[config.mk]
export PLATFORM = sky130hd
export DESIGN_NAME = binary_bbox_detector
export DESIGN_NICKNAME = d
export VERILOG_FILES = /design/src/rtl/binary_bbox_detector.sv
export SDC_FILE = /design/constraint.sdc
export NUM_CORES = 1
export LEC_CHECK = 0
export CAP_MARGIN = 15
export CORE_AREA = 10 10 133 147
export DETAILED_ROUTE_END_ITERATION = 16
export DIE_AREA = 0 0 143 157
export GPL_TIMING_DRIVEN = 0
export PLACE_DENSITY = 0.7
export REMOVE_ABC_BUFFERS = 1
export SYNTH_ARGS = -nofsm -noshare
export SYNTH_HDL_FRONTEND = slang
export SYNTH_SLANG_ARGS = --single-unit
[constraint.sdc]
create_clock -name clk -period 7.25 [get_ports clk]
set_input_delay 2.175 -clock clk [delete_from_list [all_inputs] [get_ports clk]]
set_output_delay 2.175 -clock clk [all_outputs]
set_load 0.005 [all_outputs]
[src/rtl/binary_bbox_detector.sv]
// Per-frame bounding box and foreground count over a binary edge stream.
// Results are published with a one-cycle frame_done strobe at each vsync rise.
//
//   state | meaning
//   IDLE  | no frame boundary seen since reset; the next vsync rise only re-arms
//   ACCUM | accumulating a frame; each vsync rise publishes and re-arms
module binary_bbox_detector #(
  parameter int   IMG_WIDTH   = 640,
  parameter int   IMG_HEIGHT  = 480,
  parameter int   EDGE_MARGIN = 2,
  parameter logic FG_LEVEL    = 1'b0,
  parameter int   MIN_PIXELS  = 16
) (
  input  logic        clk,
  input  logic        rst,
  input  logic        per_frame_vsync,
  input  logic        per_frame_href,
  input  logic        per_frame_clken,
  input  logic        per_img_Bit,
  output logic [10:0] box_x_min,
  output logic [10:0] box_x_max,
  output logic [10:0] box_y_min,
  output logic [10:0] box_y_max,
  output logic [20:0] box_pixel_cnt,
  output logic        box_found,
  output logic        frame_done
);

  typedef enum logic {IDLE, ACCUM} state_t;

  localparam logic [10:0] X_LO      = 11'(EDGE_MARGIN);
  localparam logic [10:0] X_HI      = 11'(IMG_WIDTH - EDGE_MARGIN);
  localparam logic [10:0] Y_LO      = 11'(EDGE_MARGIN);
  localparam logic [10:0] Y_HI      = 11'(IMG_HEIGHT - EDGE_MARGIN);
  localparam logic [10:0] COORD_MAX = '1;
  localparam logic [20:0] CNT_MAX   = '1;
  localparam logic [20:0] MIN_CNT   = 21'(MIN_PIXELS);

  state_t      state;
  logic        vsync_s, vsync_d, href_d;
  logic [10:0] x, y;
  logic [10:0] acc_x_min, acc_x_max, acc_y_min, acc_y_max;
  logic [20:0] acc_cnt;

  logic pix_acc, href_fall, frame_rise, in_win, fg_hit, acc_found;

  assign pix_acc    = per_frame_href & per_frame_clken & ~per_frame_vsync;
  assign href_fall  = href_d & ~per_frame_href;
  assign frame_rise = vsync_s & ~vsync_d;
  assign in_win     = (x >= X_LO) && (x < X_HI) && (y >= Y_LO) && (y < Y_HI);
  assign fg_hit     = pix_acc & in_win & (per_img_Bit == FG_LEVEL);
  assign acc_found  = (acc_cnt >= MIN_CNT);

  always_ff @(posedge clk or posedge rst) begin
    if (rst) begin
      state         <= IDLE;
      vsync_s       <= 1'b0;
      vsync_d       <= 1'b0;
      href_d        <= 1'b0;
      x             <= '0;
      y             <= '0;
      acc_x_min     <= COORD_MAX;
      acc_x_max     <= '0;
      acc_y_min     <= COORD_MAX;
      acc_y_max     <= '0;
      acc_cnt       <= '0;
      box_x_min     <= '0;
      box_x_max     <= '0;
      box_y_min     <= '0;
      box_y_max     <= '0;
      box_pixel_cnt <= '0;
      box_found     <= 1'b0;
      frame_done    <= 1'b0;
    end else begin
      vsync_s    <= per_frame_vsync;
      vsync_d    <= vsync_s;
      href_d     <= per_frame_href;
      frame_done <= 1'b0;

      if (href_fall)
        x <= '0;
      else if (pix_acc && x != COORD_MAX)
        x <= x + 11'd1;

      // href activity during blanking must not push the next frame's first row
      if (frame_rise)
        y <= '0;
      else if (href_fall && !per_frame_vsync && y != COORD_MAX)
        y <= y + 11'd1;

      if (frame_rise) begin
        if (state == IDLE) begin
          state <= ACCUM;
        end else begin
          box_pixel_cnt <= acc_cnt;
          box_found     <= acc_found;
          box_x_min     <= acc_found ? acc_x_min : '0;
          box_x_max     <= acc_found ? acc_x_max : '0;
          box_y_min     <= acc_found ? acc_y_min : '0;
          box_y_max     <= acc_found ? acc_y_max : '0;
          frame_done    <= 1'b1;
        end
        acc_x_min <= COORD_MAX;
        acc_x_max <= '0;
        acc_y_min <= COORD_MAX;
        acc_y_max <= '0;
        acc_cnt   <= '0;
      end else if (fg_hit) begin
        if (x < acc_x_min) acc_x_min <= x;
        if (x > acc_x_max) acc_x_max <= x;
        if (y < acc_y_min) acc_y_min <= y;
        if (y > acc_y_max) acc_y_max <= y;
        if (acc_cnt != CNT_MAX) acc_cnt <= acc_cnt + 21'd1;
      end
    end
  end

endmodule

==> results.sh, run 1 <==
export IMPL_outcome="finished clean"
export IMPL_timing_slew_headroom_pct=36.5
export IMPL_num_vias=6313
export IMPL_cp_end_kind="flip-flop"
export IMPL_finalWeightedCongestion=0.856
export IMPL_area_delta_synth_final_pct=19.4
export IMPL_p_leak_nw=4.39
export IMPL_vias_per_cell=5.61
export IMPL_vdd_drop_max_v=0.000166
export IMPL_cp_max_fo=34
export IMPL_drc=0
export IMPL_dpl_hpwl_mm=12.5
export IMPL_antenna_found_initial=0
export IMPL_hold_class="reg -> reg"
export IMPL_yosysTopAreaCell="dfrtp_1"
export IMPL_cts_max_path_buffers=2
export IMPL_clkSinkCount=158
export IMPL_critPathSlowestCell="a211oi_2"
export IMPL_nets=959
export IMPL_synthTopCellsByCount="nand2_1, dfrtp_1, nor2_1, o31ai_1, inv_1"
export IMPL_register_area_um2=3980
export IMPL_critPathMostFrequentCell="a211oi_2"
export IMPL_yosysSeqAreaShare_pct=49.2
export IMPL_hold_viol_final=0
export IMPL_die_y_um=157
export IMPL_setup_viol=0
export IMPL_cts_root_buffer="clkbuf_16"
export IMPL_dp_slack_ns=1.80
export IMPL_io_pins=73
export IMPL_grt_max_degree=89
export IMPL_crit_path_cell_trace="clkdlybuf4s50_1 -> nand3b_1 -> a211oi_2 -> nand4_2 -> a211oi_2 -> buf_6 -> mux2i_1"
export IMPL_die_w_um=143
export IMPL_synthCells=862
export IMPL_synth_cell_types=47
export IMPL_start_kind="primary input"
export IMPL_synth_area_um2=8100
export IMPL_path_buf_inv=2
export IMPL_htree_levels=4
export IMPL_cts_setup_buffers=0
export IMPL_worstMarginPinSlew_ns=0.953
export IMPL_clock_latency_ns=0.44
export IMPL_clk_pin_slew_ns=0.07
export IMPL_cts_made_buffers=17
export IMPL_fillerInstances=1439
export IMPL_rsz0062_at_grt="false"
export IMPL_dr_pass1_iters=5
export IMPL_core_area_um2=16700
export IMPL_min_period_ns=5.01
export IMPL_grt_use_total_pct=17.0
export IMPL_skew_ns=0.0120
export IMPL_cts_hold_buffers_added=0
export IMPL_async_flop_share_pct=100
export IMPL_grt_pass1_vias=6235
export IMPL_maxCapViolCount=0
export IMPL_finalPower_w=0.00192
export IMPL_grt_pass1_wl_mm=31.1
export IMPL_grt_ovfl_total=0
export IMPL_n_antenna_cell=0
export IMPL_critPathKind="in -> reg"
export IMPL_synth_top_area_share_pct=42.0
export IMPL_dieArea_um2=22500
export IMPL_period_share_pct=69.0
export IMPL_synth_edf_count=0
export IMPL_wire_per_inst_um=16.2
export IMPL_yosys_register_bits=158
export IMPL_multi_input_area_um2=3730
export IMPL_drt_iter0_drc=429
export IMPL_routed_wl_mm=18.3
export IMPL_start_util_pct=48.5
export IMPL_design_area_um2=9670
export IMPL_slowest_delay_ns=0.84
export IMPL_postSynthAreaPerCell_um2=9.40
export IMPL_critical_path_arrival_ns=5.36
export IMPL_drive_gt1_share_pct=7.84
export IMPL_fmax_mhz=200
export IMPL_tritoncts="done"
export IMPL_drv_slew=0
export IMPL_post_dp_cell_area_um2=9060
export IMPL_final_antenna_net_count=0
export IMPL_synth_ff_type="dfrtp_1"
export IMPL_cts_resized=0
export IMPL_worstPathRequired_ns=7.61
export IMPL_io_buffer_count=72
export IMPL_final_setup_worst_slack_ns=2.24
export IMPL_ys_top_cells_by_area="dfrtp_1, nand2_1, ha_1"
export IMPL_power_per_cell_area_nw_per_um2=198
export IMPL_yosysWarningCount=0
export IMPL_yosysMostFrequentCell="nand2_1"
export IMPL_cp_top_family="compound AO/OA/AOI/OAI gates"
export IMPL_rows=50
-- cells in the final DEF (no fill, tap or decap), types with 4 or more instances in the layout --
cell             Yosys  layout
a21oi_1             36      36
clkinvlp_4           0       4
dfstp_2             22      22
nand3_1             20      20
clkdlybuf4s50_1      0      72
nor4_1              14      14
dfrtp_1            136     136
nor3_1               7       7
a41o_1               6       6
and3_1               8       8
mux2i_1             41      41
buf_6                0       5
xor2_1               4       4
and4_1               7       7
o31ai_1             53      53
o2111ai_1            4       4
ha_1                48      48
nand4_1             15      15
inv_1               52      51
or4_1               14      14
a21o_1               6       6
o21ai_0             23      23
xnor2_1              8       8
nand2_1            173     172
nor2_1              68      68
a31oi_1              5       5
clkbuf_16            0      17
-- area by class of cell --
cell class / count / share of cell area (%)
inverter: 52 / 2.10
clock inverter: 9 / 1.38
sequential: 158 / 41.2
clock buffer: 23 / 4.94
multi-input combinational: 595 / 38.6
timing repair buffer: 81 / 9.10
tap: 208 / 2.69
-- cell families after synthesis --
family / share of synthesized area [%]
muxes: 5.07
buffers and inverters: 5.19
DFF: 49.2
xor gates and xnor gates: 1.30
AOI/OAI and AO/OA: 12.4
and+or+nand+nor: 19.4
adders and majority gates: 7.41
-- power by group --
part	internal (W)	switching, W
clock network	0.000569	0.000361
logic	0.0000271	0.0000626
registers	0.000889	0.0000102
-- worst paths after layout --
kind / cells past startpoint / slack (ns) / to / start
setup / recovery: 7 / 2.24 / acc_x_max[6] / per_frame_href
hold / removal: 0 / 0.43 / vsync_d / vsync_s
setup reg to reg: 6 / 3.92 / acc_x_max[6] / x[10]
hold reg to reg: 0 / 0.43 / vsync_d / vsync_s
max in group asynchronous: 3 / 4.21 / acc_x_min[5] / rst
min in group asynchronous: 2 / 2.21 / box_pixel_cnt[7] / rst
-- sequential cells by signal, summed over array words and instances, names as in the netlist, 11 cells and up --
signal,count
acc_cnt,21
acc_x_max,11
acc_x_min,11
acc_y_max,11
acc_y_min,11
box_pixel_cnt,21
box_x_max,11
box_x_min,11
box_y_max,11
box_y_min,11
x,11
y,11
-- metrics by stage --
stage / setup TNS [ns] / cells / utilization, % / hold slack, ns
CTS: 0 / 1126 / 57.9 / 0.430
floorplan: 0 / 805 / - / 0.368
detailed placement: 0 / 1094 / 54.2 / 0.415
finish: 0 / 1126 / 57.9 / 0.428
global route: 0 / 1126 / 57.9 / 0.459
global placement: -325.41 / 1085 / 53.0 / 0.377
-- metal layers --
layer | wire length, um | global-route usage, % | vias up
met4 | 261 | 5.65 | 0
met5 | 0 | 0 | -
li1 | - | - | 3099
met3 | 896 | 4.28 | 23
met2 | 8670 | 27.6 | 141
met1 | 8470 | 21.6 | 3050
(Power assumes the default switching activity.)
==> run 2, diff against run 1 <==
==> constraint.sdc (replaced) <==
create_clock -name clk -period 4.8 [get_ports clk]
set_input_delay 1.44 -clock clk [delete_from_list [all_inputs] [get_ports clk]]
set_output_delay 1.44 -clock clk [all_outputs]
set_load 0.005 [all_outputs]
==> results of run 2 <==
Same layout as run 1 (identical final DEF). Status: finished clean.
Among the figures that moved: setup slack after placement 1.80 ns -> 0.0869 ns; setup slack after layout 2.24 ns -> 0.530 ns; register-to-register setup slack 3.92 ns -> 1.47 ns; total power 0.00192 W -> 0.00290 W; worst IR drop on VDD 0.000166 V -> 0.000251 V
